## config.mk

```make
export PLATFORM = sky130hd
export DESIGN_NAME = mips_cpu_bus_lsu
export DESIGN_NICKNAME = d
export VERILOG_FILES = /design/src/rtl/mips_cpu_bus_pkg.sv /design/src/rtl/mips_cpu_bus_lane_steer.sv /design/src/rtl/mips_cpu_bus_lsu.sv
export SDC_FILE = /design/constraint.sdc
export NUM_CORES = 1
export LEC_CHECK = 0
export CORE_MARGIN = 2
export CORE_UTILIZATION = 40
export DETAILED_ROUTE_END_ITERATION = 8
export DONT_BUFFER_PORTS = 1
export PLACE_DENSITY = 0.59
export RECOVER_POWER = 25
export SKIP_CTS_REPAIR_TIMING = 1
export SYNTH_ARGS = -nofsm -noshare
export SYNTH_HDL_FRONTEND = slang
export SYNTH_SLANG_ARGS = --single-unit
```

## constraint.sdc

```tcl
create_clock -name clk -period 3.2 [get_ports clk]
set_input_delay 0.32 -clock clk [delete_from_list [all_inputs] [get_ports clk]]
set_output_delay 0.32 -clock clk [all_outputs]
set_load 0.005 [all_outputs]
```

## src/rtl/mips_cpu_bus_pkg.sv

```systemverilog
// Shared types and the lane-enable helper for the load/store bus master.
package mips_cpu_bus_pkg;

    typedef enum logic [1:0] {
        SZ_BYTE = 2'd0,
        SZ_HALF = 2'd1,
        SZ_WORD = 2'd2
    } size_t;

    typedef enum logic [1:0] {
        ST_IDLE    = 2'd0,
        ST_ACCESS  = 2'd1,
        ST_CAPTURE = 2'd2,
        ST_RESP    = 2'd3
    } lsu_state_t;

    // Size code 3 is illegal; it yields no lanes (it is rejected as misaligned anyway).
    function automatic logic [3:0] be_from_size(input logic [1:0] size, input logic [1:0] addr_lo);
        logic [3:0] be;
        case (size)
            SZ_BYTE: be = 4'b0001 << addr_lo;
            SZ_HALF: be = addr_lo[1] ? 4'b1100 : 4'b0011;
            SZ_WORD: be = 4'b1111;
            default: be = 4'b0000;
        endcase
        return be;
    endfunction

endpackage

```

## src/rtl/mips_cpu_bus_lane_steer.sv

```systemverilog
// Combinational lane steering: byte enables, alignment check, store-data
// replication on the request side, and load-data extension on the return side.
module mips_cpu_bus_lane_steer
    import mips_cpu_bus_pkg::*;
(
    input  logic [1:0]  size,
    input  logic [1:0]  addr_lo,
    input  logic [31:0] store_data,
    input  logic [1:0]  load_size,
    input  logic        load_signed,
    input  logic [31:0] load_data,
    output logic [3:0]  byteenable,
    output logic        misaligned,
    output logic [31:0] lane_data,
    output logic [31:0] ext_data
);

    assign byteenable = be_from_size(size, addr_lo);

    // Alignment check and store-data replication for the incoming request
    always_comb begin
        misaligned = 1'b0;
        lane_data  = store_data;
        case (size)
            SZ_BYTE: lane_data = {4{store_data[7:0]}};
            SZ_HALF: begin
                misaligned = addr_lo[0];
                lane_data  = {2{store_data[15:0]}};
            end
            SZ_WORD: misaligned = (addr_lo != 2'b00);
            default: misaligned = 1'b1;
        endcase
    end

    // Bus returns the selected lanes right-justified, so extension works from bit 0
    always_comb begin
        ext_data = load_data;
        case (load_size)
            SZ_BYTE: ext_data = {{24{load_signed & load_data[7]}}, load_data[7:0]};
            SZ_HALF: ext_data = {{16{load_signed & load_data[15]}}, load_data[15:0]};
            default: ext_data = load_data;
        endcase
    end

endmodule

```

## src/rtl/mips_cpu_bus_lsu.sv

```systemverilog
// Load/store bus master: one core request becomes one Avalon-style bus
// transaction, with waitrequest handling, optional timeout and load extension.
//
// state      | meaning
// -----------+------------------------------------------------------------
// ST_IDLE    | ready for a request; misaligned requests go straight to RESP
// ST_ACCESS  | strobe and bus fields driven from registers until accepted
// ST_CAPTURE | bus read accepted last cycle; register extended readdata
// ST_RESP    | one-cycle resp_valid pulse
module mips_cpu_bus_lsu
    import mips_cpu_bus_pkg::*;
#(
    parameter int unsigned ADDR_W  = 24,
    parameter int unsigned TIMEOUT = 0
) (
    input  logic              clk,
    input  logic              reset,
    input  logic              req_valid,
    output logic              req_ready,
    input  logic              req_write,
    input  logic [1:0]        req_size,
    input  logic              req_signed,
    input  logic [31:0]       req_addr,
    input  logic [31:0]       req_wdata,
    output logic              resp_valid,
    output logic              resp_err,
    output logic [31:0]       resp_rdata,
    output logic              read,
    output logic              write,
    output logic [3:0]        byteenable,
    output logic [ADDR_W-1:0] addr,
    output logic [31:0]       writedata,
    input  logic              waitrequest,
    input  logic [31:0]       readdata
);

    // A zero TIMEOUT still needs a one-bit counter to keep the declaration legal.
    localparam int unsigned CNT_W = (TIMEOUT > 0) ? $clog2(TIMEOUT + 1) : 1;

    lsu_state_t       state;
    logic [CNT_W-1:0] wait_cnt;
    logic [1:0]       load_size;
    logic             load_signed;
    logic [3:0]       be_req;
    logic             misaligned;
    logic [31:0]      lane_data;
    logic [31:0]      ext_data;
    logic             timeout_hit;
    logic             unused_addr;

    assign req_ready   = (state == ST_IDLE);
    // Address bits above ADDR_W are intentionally dropped.
    assign unused_addr = ^req_addr;
    // Abort on the edge that closes the TIMEOUT-th consecutive stalled cycle.
    assign timeout_hit = (TIMEOUT != 0) && waitrequest &&
                         ((32'(wait_cnt) + 32'd1) >= TIMEOUT);

    mips_cpu_bus_lane_steer u_steer (
        .size        (req_size),
        .addr_lo     (req_addr[1:0]),
        .store_data  (req_wdata),
        .load_size   (load_size),
        .load_signed (load_signed),
        .load_data   (readdata),
        .byteenable  (be_req),
        .misaligned  (misaligned),
        .lane_data   (lane_data),
        .ext_data    (ext_data)
    );

    // Request sequencing with registered bus and response outputs
    always_ff @(posedge clk) begin
        if (reset) begin
            state       <= ST_IDLE;
            wait_cnt    <= '0;
            load_size   <= 2'd0;
            load_signed <= 1'b0;
            read        <= 1'b0;
            write       <= 1'b0;
            byteenable  <= 4'b0000;
            addr        <= '0;
            writedata   <= '0;
            resp_valid  <= 1'b0;
            resp_err    <= 1'b0;
            resp_rdata  <= '0;
        end else begin
            case (state)
                ST_IDLE: begin
                    if (req_valid) begin
                        load_size   <= req_size;
                        load_signed <= req_signed;
                        if (misaligned) begin
                            state      <= ST_RESP;
                            resp_valid <= 1'b1;
                            resp_err   <= 1'b1;
                            resp_rdata <= '0;
                        end else begin
                            state      <= ST_ACCESS;
                            read       <= ~req_write;
                            write      <= req_write;
                            addr       <= req_addr[ADDR_W-1:0];
                            byteenable <= be_req;
                            writedata  <= lane_data;
                            wait_cnt   <= '0;
                        end
                    end
                end
                ST_ACCESS: begin
                    if (!waitrequest) begin
                        read  <= 1'b0;
                        write <= 1'b0;
                        if (write) begin
                            state      <= ST_RESP;
                            resp_valid <= 1'b1;
                            resp_err   <= 1'b0;
                            resp_rdata <= '0;
                        end else begin
                            state <= ST_CAPTURE;
                        end
                    end else if (timeout_hit) begin
                        read       <= 1'b0;
                        write      <= 1'b0;
                        state      <= ST_RESP;
                        resp_valid <= 1'b1;
                        resp_err   <= 1'b1;
                        resp_rdata <= '0;
                    end else begin
                        wait_cnt <= wait_cnt + CNT_W'(1);
                    end
                end
                ST_CAPTURE: begin
                    state      <= ST_RESP;
                    resp_valid <= 1'b1;
                    resp_err   <= 1'b0;
                    resp_rdata <= ext_data;
                end
                default: begin
                    state      <= ST_IDLE;
                    resp_valid <= 1'b0;
                    resp_err   <= 1'b0;
                    resp_rdata <= '0;
                end
            endcase
        end
    end

endmodule

```

==> reports/qor.yml, run 1 <==
routing:
  wl_um: 12000
  dr.pass1.iters: 5
  drc: 0
  ant_nets: 0
  drtIter0Drc: 243
  vias: 3734
  viasPerCell: 5.74
  wl_per_cell_um: 18.4
setup_path:
  cpPeakStageDelay_ns: 0.86
  worstPathArrival_ns: 2.66
  path_class: "reg2reg"
  rr_startpoint: "state[0]"
  endpoint_kind: "register"
  ff2ff_path_depth: 6
  r2r_slack_ns: 0.74
  cpMaxStageDelayCell: "nor2_1"
  worstPathMaxFanout: 18
  startpoint_type: "register"
  required_ns: 3.40
  crit_chain: "inv_1, ha_1, nor2b_1, a21o_1, nor2_1, a311oi_1"
  critPathLaunch: "state[0]"
  critPathCapture: "resp_rdata[19]"
  r2r_end: "resp_rdata[19]"
yosys:
  synth-seq-cells: 101
  synth_top_area_frac: 0.469
  synth-main-ff-cell: "dfxtp_1"
  ys_types: 32
  syn_area_per_cell_um2: 7.99
  synth_edf_count: 0
  netlist_top_cells_area: "dfxtp_1 (47%), nand2_1 (11%), a21oi_1 (9.5%)"
  yosysWarnings: 0
  yosysMostFrequentCell: "nand2_1"
  yosysTopAreaCell: "dfxtp_1"
  postSynthCellCount: 540
  async_flop_share: 0
  yosysSeqAreaShare: 0.469
  synth_area_um2: 4310
  syn-num-nets: 649
  synthTopCellsByCount: "nand2_1 (131), dfxtp_1 (101), a21oi_1 (82)"
floorplan:
  rows: 37
  die_y_um: 108
  initial_core_util: 0.414
  core_um2: 10400
  die_area_um2: 11600
  die_x_um: 108
  ios: 201
placed_design:
  placed_cells: 631
  io_buffers: 0
  place_area_um2: 4320
  place_congestion: 0.749
  hpwl_um: 7760
final_layout:
  final_area_um2: 4600
  drive_above_1_share: 0.0563
  syn2layout_area_growth_pct: 6.53
  antennaDiodeCount: 0
  final_nets: 619
  instances_no_fill: 651
  n_fill_cell: 1030
timing:
  timing.hold.ws_ns: 0.0267
  hold_viol: 0
  finalSetupTns_ns: 0
  slew_viol_final: 0
  rsz0062_at_grt: "no"
  clock.fmax_mhz: 407
  tightest_slew_ns: 1.03
  skew_ns: 0.00495
  min_period_ns: 2.46
  period_share: 0.768
  relSlewSlack: 0.309
  setup_viol: 0
global_routing:
  grt_pass1_wl_um: 18000
  grt_overflow: 0
  track_usage: 0.195
  grt_pass1_vias: 3513
  grt_max_degree: 103
  antenna_found_initial: 0
power:
  intPower_w: 0.00225
  netSwitchingFraction: 0.350
  power.switching_w: 0.00122
  finalPower_w: 0.00347
  power_density_nw_per_um2: 754
  p_clk_frac: 0.261
  ir_drop_mv: 0.263
  leakagePower_nw: 1.57
  sequentialPowerShare: 0.492
  p_comb_frac: 0.247
cts:
  cts_buffer_depth: 2
  clkSlewWorstSetupHoldPaths_ns: 0.10
  clockRootBuffer: "clkbuf_8"
  clock_sinks: 101
  clkLatencyLatePin_ns: 0.36
  cts_tree: "built"
  cts_buffers: 9
  cts.htree.levels: 3
hold_path:
  hold_path.class: "in2reg"
flow_run:
  cap_violations: 0
status:
  outcome: "completed"
per-layer routing:
metal / vias up / global-route usage / share of wire
met4: 0 / 0.0852 / 0.020
met1: 1729 / 0.230 / 0.42
met5: - / 0 / 0
met2: 160 / 0.319 / 0.46
li1: 1825 / - / -
met3: 20 / 0.0708 / 0.097
worst max-delay path: cells and delay by family (launching register included):
kind                     cells  cell delay (ns)
AO/OA/AOI/OAI                2             0.55
buffers and inverters        1             0.09
flip-flops                   1             0.41
AND/OR/NAND/NOR              2             1.03
adder cells (fa/ha/maj)      1             0.21
metrics by stage:
| step | setup slack (ns) | util |
|---|---|---|
| 2_1_floorplan | 1.35 | - |
| 3_3_place_gp | 0.782 | 0.415 |
| 3_5_place_dp | 0.759 | 0.415 |
| 4_1_cts | 0.740 | 0.436 |
| 5_1_grt | 0.362 | 0.441 |
| 6_report | 0.742 | 0.441 |
worst min-delay path by stage:
stage,startpoint,to,slack [ns],cells after the start
finish,reset,state[0],0.03,1
global route,reset,resp_rdata[11],0.002,1
CTS,reset,resp_rdata[23],-0.008,1
detailed placement,reset,resp_rdata[3],0.40,1
global placement,reset,resp_rdata[2],0.40,1
floorplan,load_signed,load_signed,0.45,2
power groups by stage:
stage                     Clock [W]  Combinational [W]  Sequential [W]
after detailed placement          0           0.000841         0.00174
after CTS                  0.000932           0.000841         0.00171
after global placement            0           0.000811         0.00173
final                      0.000905           0.000855         0.00171
after floorplan                   0           0.000729         0.00167
after global routing       0.000974           0.000977         0.00174
cells by family after synthesis:
logic type,count (synthesis),share of synthesized area
AND/OR/NAND/NOR,192,0.189
adder cells (fa/ha/maj),5,0.0145
multiplexers,17,0.0394
AO/OA/AOI/OAI,172,0.237
flip-flops,101,0.469
buffers and inverters,53,0.0516
layout make-up:
class	instances	area, um^2	area share
timing repair buffer	9	87.6	0.0191
tap	136	170	0.0370
inverter	3	11.3	0.00245
multi-input combinational	386	2080	0.453
clock inverter	7	100	0.0218
sequential	101	2020	0.440
clock buffer	9	124	0.0270
layout by cell type (no fill, tap or decap), types with 2 or more instances in the layout:
| cell type | instances |
|---|---|
| nand2_1 | 131 |
| dfxtp_1 | 101 |
| a21oi_1 | 81 |
| o21ai_0 | 44 |
| nor2_1 | 27 |
| a311oi_1 | 26 |
| mux2i_1 | 17 |
| nand4_1 | 16 |
| a211oi_1 | 12 |
| clkbuf_8 | 9 |
| ha_1 | 5 |
| buf_4 | 5 |
| inv_1 | 3 |
| a21o_1 | 3 |
| or3_1 | 3 |
| nand3_1 | 3 |
| clkinvlp_4 | 3 |
| dlygate4sd3_1 | 3 |
| nor2b_1 | 2 |
| and2_1 | 2 |
| nor3_1 | 2 |
| bufinv_16 | 2 |
| clkinv_4 | 2 |
registers in the layout, summed over array words and instances, names as in the netlist:
name,count
addr,24
byteenable,4
load_signed,1
load_size,2
read,1
resp_err,1
resp_rdata,32
resp_valid,1
state,2
write,1
writedata,32
Note: power is estimated with default switching activity, not from simulation.
==> run 2, diff against run 1 <==
--- a/config.mk
+++ b/config.mk
@@ -9,7 +9,7 @@
 export CORE_UTILIZATION = 40
 export DETAILED_ROUTE_END_ITERATION = 8
 export DONT_BUFFER_PORTS = 1
-export PLACE_DENSITY = 0.59
+export PLACE_DENSITY = 0.61
 export RECOVER_POWER = 25
 export SKIP_CTS_REPAIR_TIMING = 1
 export SYNTH_ARGS = -nofsm -noshare
==> constraint.sdc (replaced) <==
create_clock -name clk -period 2.25 [get_ports clk]
set_input_delay 0.225 -clock clk [delete_from_list [all_inputs] [get_ports clk]]
set_output_delay 0.225 -clock clk [all_outputs]
set_load 0.005 [all_outputs]
==> run 2 against run 1 <==
Fmax rose by 21%. Hold slack lost 0.022 ns. Power rose by 51%. Critical path type unchanged. Critical endpoint is now read.
==> reports/qor.yml, run 2 (synthesis gave the netlist of run 1 again) <==
status:
  outcome: "completed"
setup_path:
  crit_cells: 7
  cpPeakStageDelay_ns: 0.42
  cpMaxStageDelayCell: "dfxtp_1"
  startpoint_type: "register"
  endpoint_kind: "register"
  path_delay_family: "simple AND/OR/NAND/NOR gates"
  path_class: "reg2reg"
  critPathBufInv: 2
  critPathLaunch: "state[0]"
  ff2ff_path_depth: 7
  worstPathArrival_ns: 2.33
  required_ns: 2.54
  worstPathMaxFanout: 5
  r2r_end: "read"
  rr_startpoint: "state[0]"
  crit_chain: "inv_1, ha_1, nor2b_1, buf_4, or3_1, or4_1, a21oi_1"
  r2r_slack_ns: 0.21
placed_design:
  io_buffers: 0
  placed_cells: 637
  hpwl_um: 7930
  place_area_um2: 4400
  place_congestion: 0.798
global_routing:
  grt_max_degree: 103
  grt_pass1_vias: 3514
  track_usage: 0.195
  antenna_found_initial: 0
  grt_pass1_wl_um: 18000
  grt_overflow: 0
power:
  intPower_w: 0.00346
  sequentialPowerShare: 0.465
  p_clk_frac: 0.272
  power_density_nw_per_um2: 1060
  netSwitchingFraction: 0.338
  leakagePower_nw: 1.74
  p_comb_frac: 0.263
  power.switching_w: 0.00177
  ir_drop_mv: 0.444
cts:
  clkSlewWorstSetupHoldPaths_ns: 0.10
  cts.htree.levels: 3
  clkLatencyLatePin_ns: 0.36
  clock_sinks: 101
  cts_tree: "built"
  cts_buffer_depth: 2
  cts_buffers: 9
  clockRootBuffer: "clkbuf_8"
timing:
  min_period_ns: 2.04
  setup_viol: 0
  period_share: 0.905
  rsz0062_at_grt: "no"
  relSlewSlack: 0.539
  slew_viol_final: 0
  clock.fmax_mhz: 491
  skew_ns: 0.0117
  finalSetupTns_ns: 0
  hold_viol: 0
  tightest_slew_ns: 0.690
final_layout:
  drive_above_1_share: 0.0662
  top_regs: "resp_rdata x32, writedata x32, addr x24"
  final_area_um2: 4950
  n_fill_cell: 1026
  layout_common_cells: "nand2_1 (131), dfxtp_1 (101), a21oi_1 (81), o21ai_0 (44)"
  final_common_cell: "nand2_1"
  instances_no_fill: 680
  regArea_um2: 2020
  final_nets: 648
  multiInputGateArea_um2: 2080
  syn2layout_area_growth_pct: 14.7
  antennaDiodeCount: 0
floorplan:
  core_um2: 10400
  die_y_um: 108
  rows: 37
  initial_core_util: 0.414
  die_x_um: 108
  die_area_um2: 11600
  ios: 201
routing:
  drc: 0
  wl_per_cell_um: 17.9
  vias: 3821
  dr.pass1.iters: 4
  drtIter0Drc: 358
  ant_nets: 0
  viasPerCell: 5.62
  wl_um: 12200
flow_run:
  cap_violations: 0
hold_path:
  hold_path_depth: 2
  hold_path.startpoint: "req_addr[14]"
  hold_path.class: "in2reg"
  whs_endpoint: "addr[14]"
## run 2: metrics by stage
step | utilization | hold slack, ns | total power (W) | setup WS (ns)
global route | 0.475 | -0.000918 | 0.00557 | 0.0563
CTS | 0.447 | -0.0975 | 0.00520 | 0.00761
detailed placement | 0.423 | 0.306 | 0.00377 | 0.0185
global placement | 0.423 | 0.304 | 0.00372 | 0.110
finish | 0.475 | 0.00469 | 0.00523 | 0.214
floorplan | - | 0.361 | 0.00341 | 0.403
## run 2: worst max path at each step
stage                                 to  slack [ns]
after floorplan                     read        0.40
after CTS                 resp_rdata[19]       0.008
final                               read        0.21
after detailed placement  resp_rdata[26]        0.02
after global routing       byteenable[1]        0.06
after global placement    resp_rdata[30]        0.11
## run 2: worst register-to-register path, stage by stage (launching register included)
cell and delay [ns]:
dfxtp_1 0.42, inv_1 0.10, ha_1 0.21, nor2b_1 0.14
buf_4 0.14, or3_1 0.41, or4_1 0.41, a21oi_1 0.15
## run 2: area by class of cell
| type | count | area share |
|---|---|---|
| multi-input cells | 386 | 0.421 |
| inverters | 3 | 0.00228 |
| clock buffers | 10 | 0.0278 |
| well taps | 136 | 0.0344 |
| flip-flops and latches | 101 | 0.409 |
| clock inverters | 6 | 0.0235 |
| repair buffers | 38 | 0.0824 |
## run 2: power by group through the flow
stage	combinational, W	sequential, W	clock, W
4_1_cts	0.00129	0.00244	0.00146
3_5_place_dp	0.00129	0.00248	0
5_1_grt	0.00156	0.00248	0.00153
3_3_place_gp	0.00125	0.00247	0
2_1_floorplan	0.00104	0.00237	0
6_report	0.00137	0.00243	0.00142
## run 2: layer usage
metal / GRT usage / routed length (um) / up-vias
met5: 0 / 0 / -
met4: 0.0495 / 131 / 0
met3: 0.0914 / 1250 / 9
met2: 0.333 / 6200 / 161
met1: 0.220 / 4610 / 1765
li1: - / - / 1886
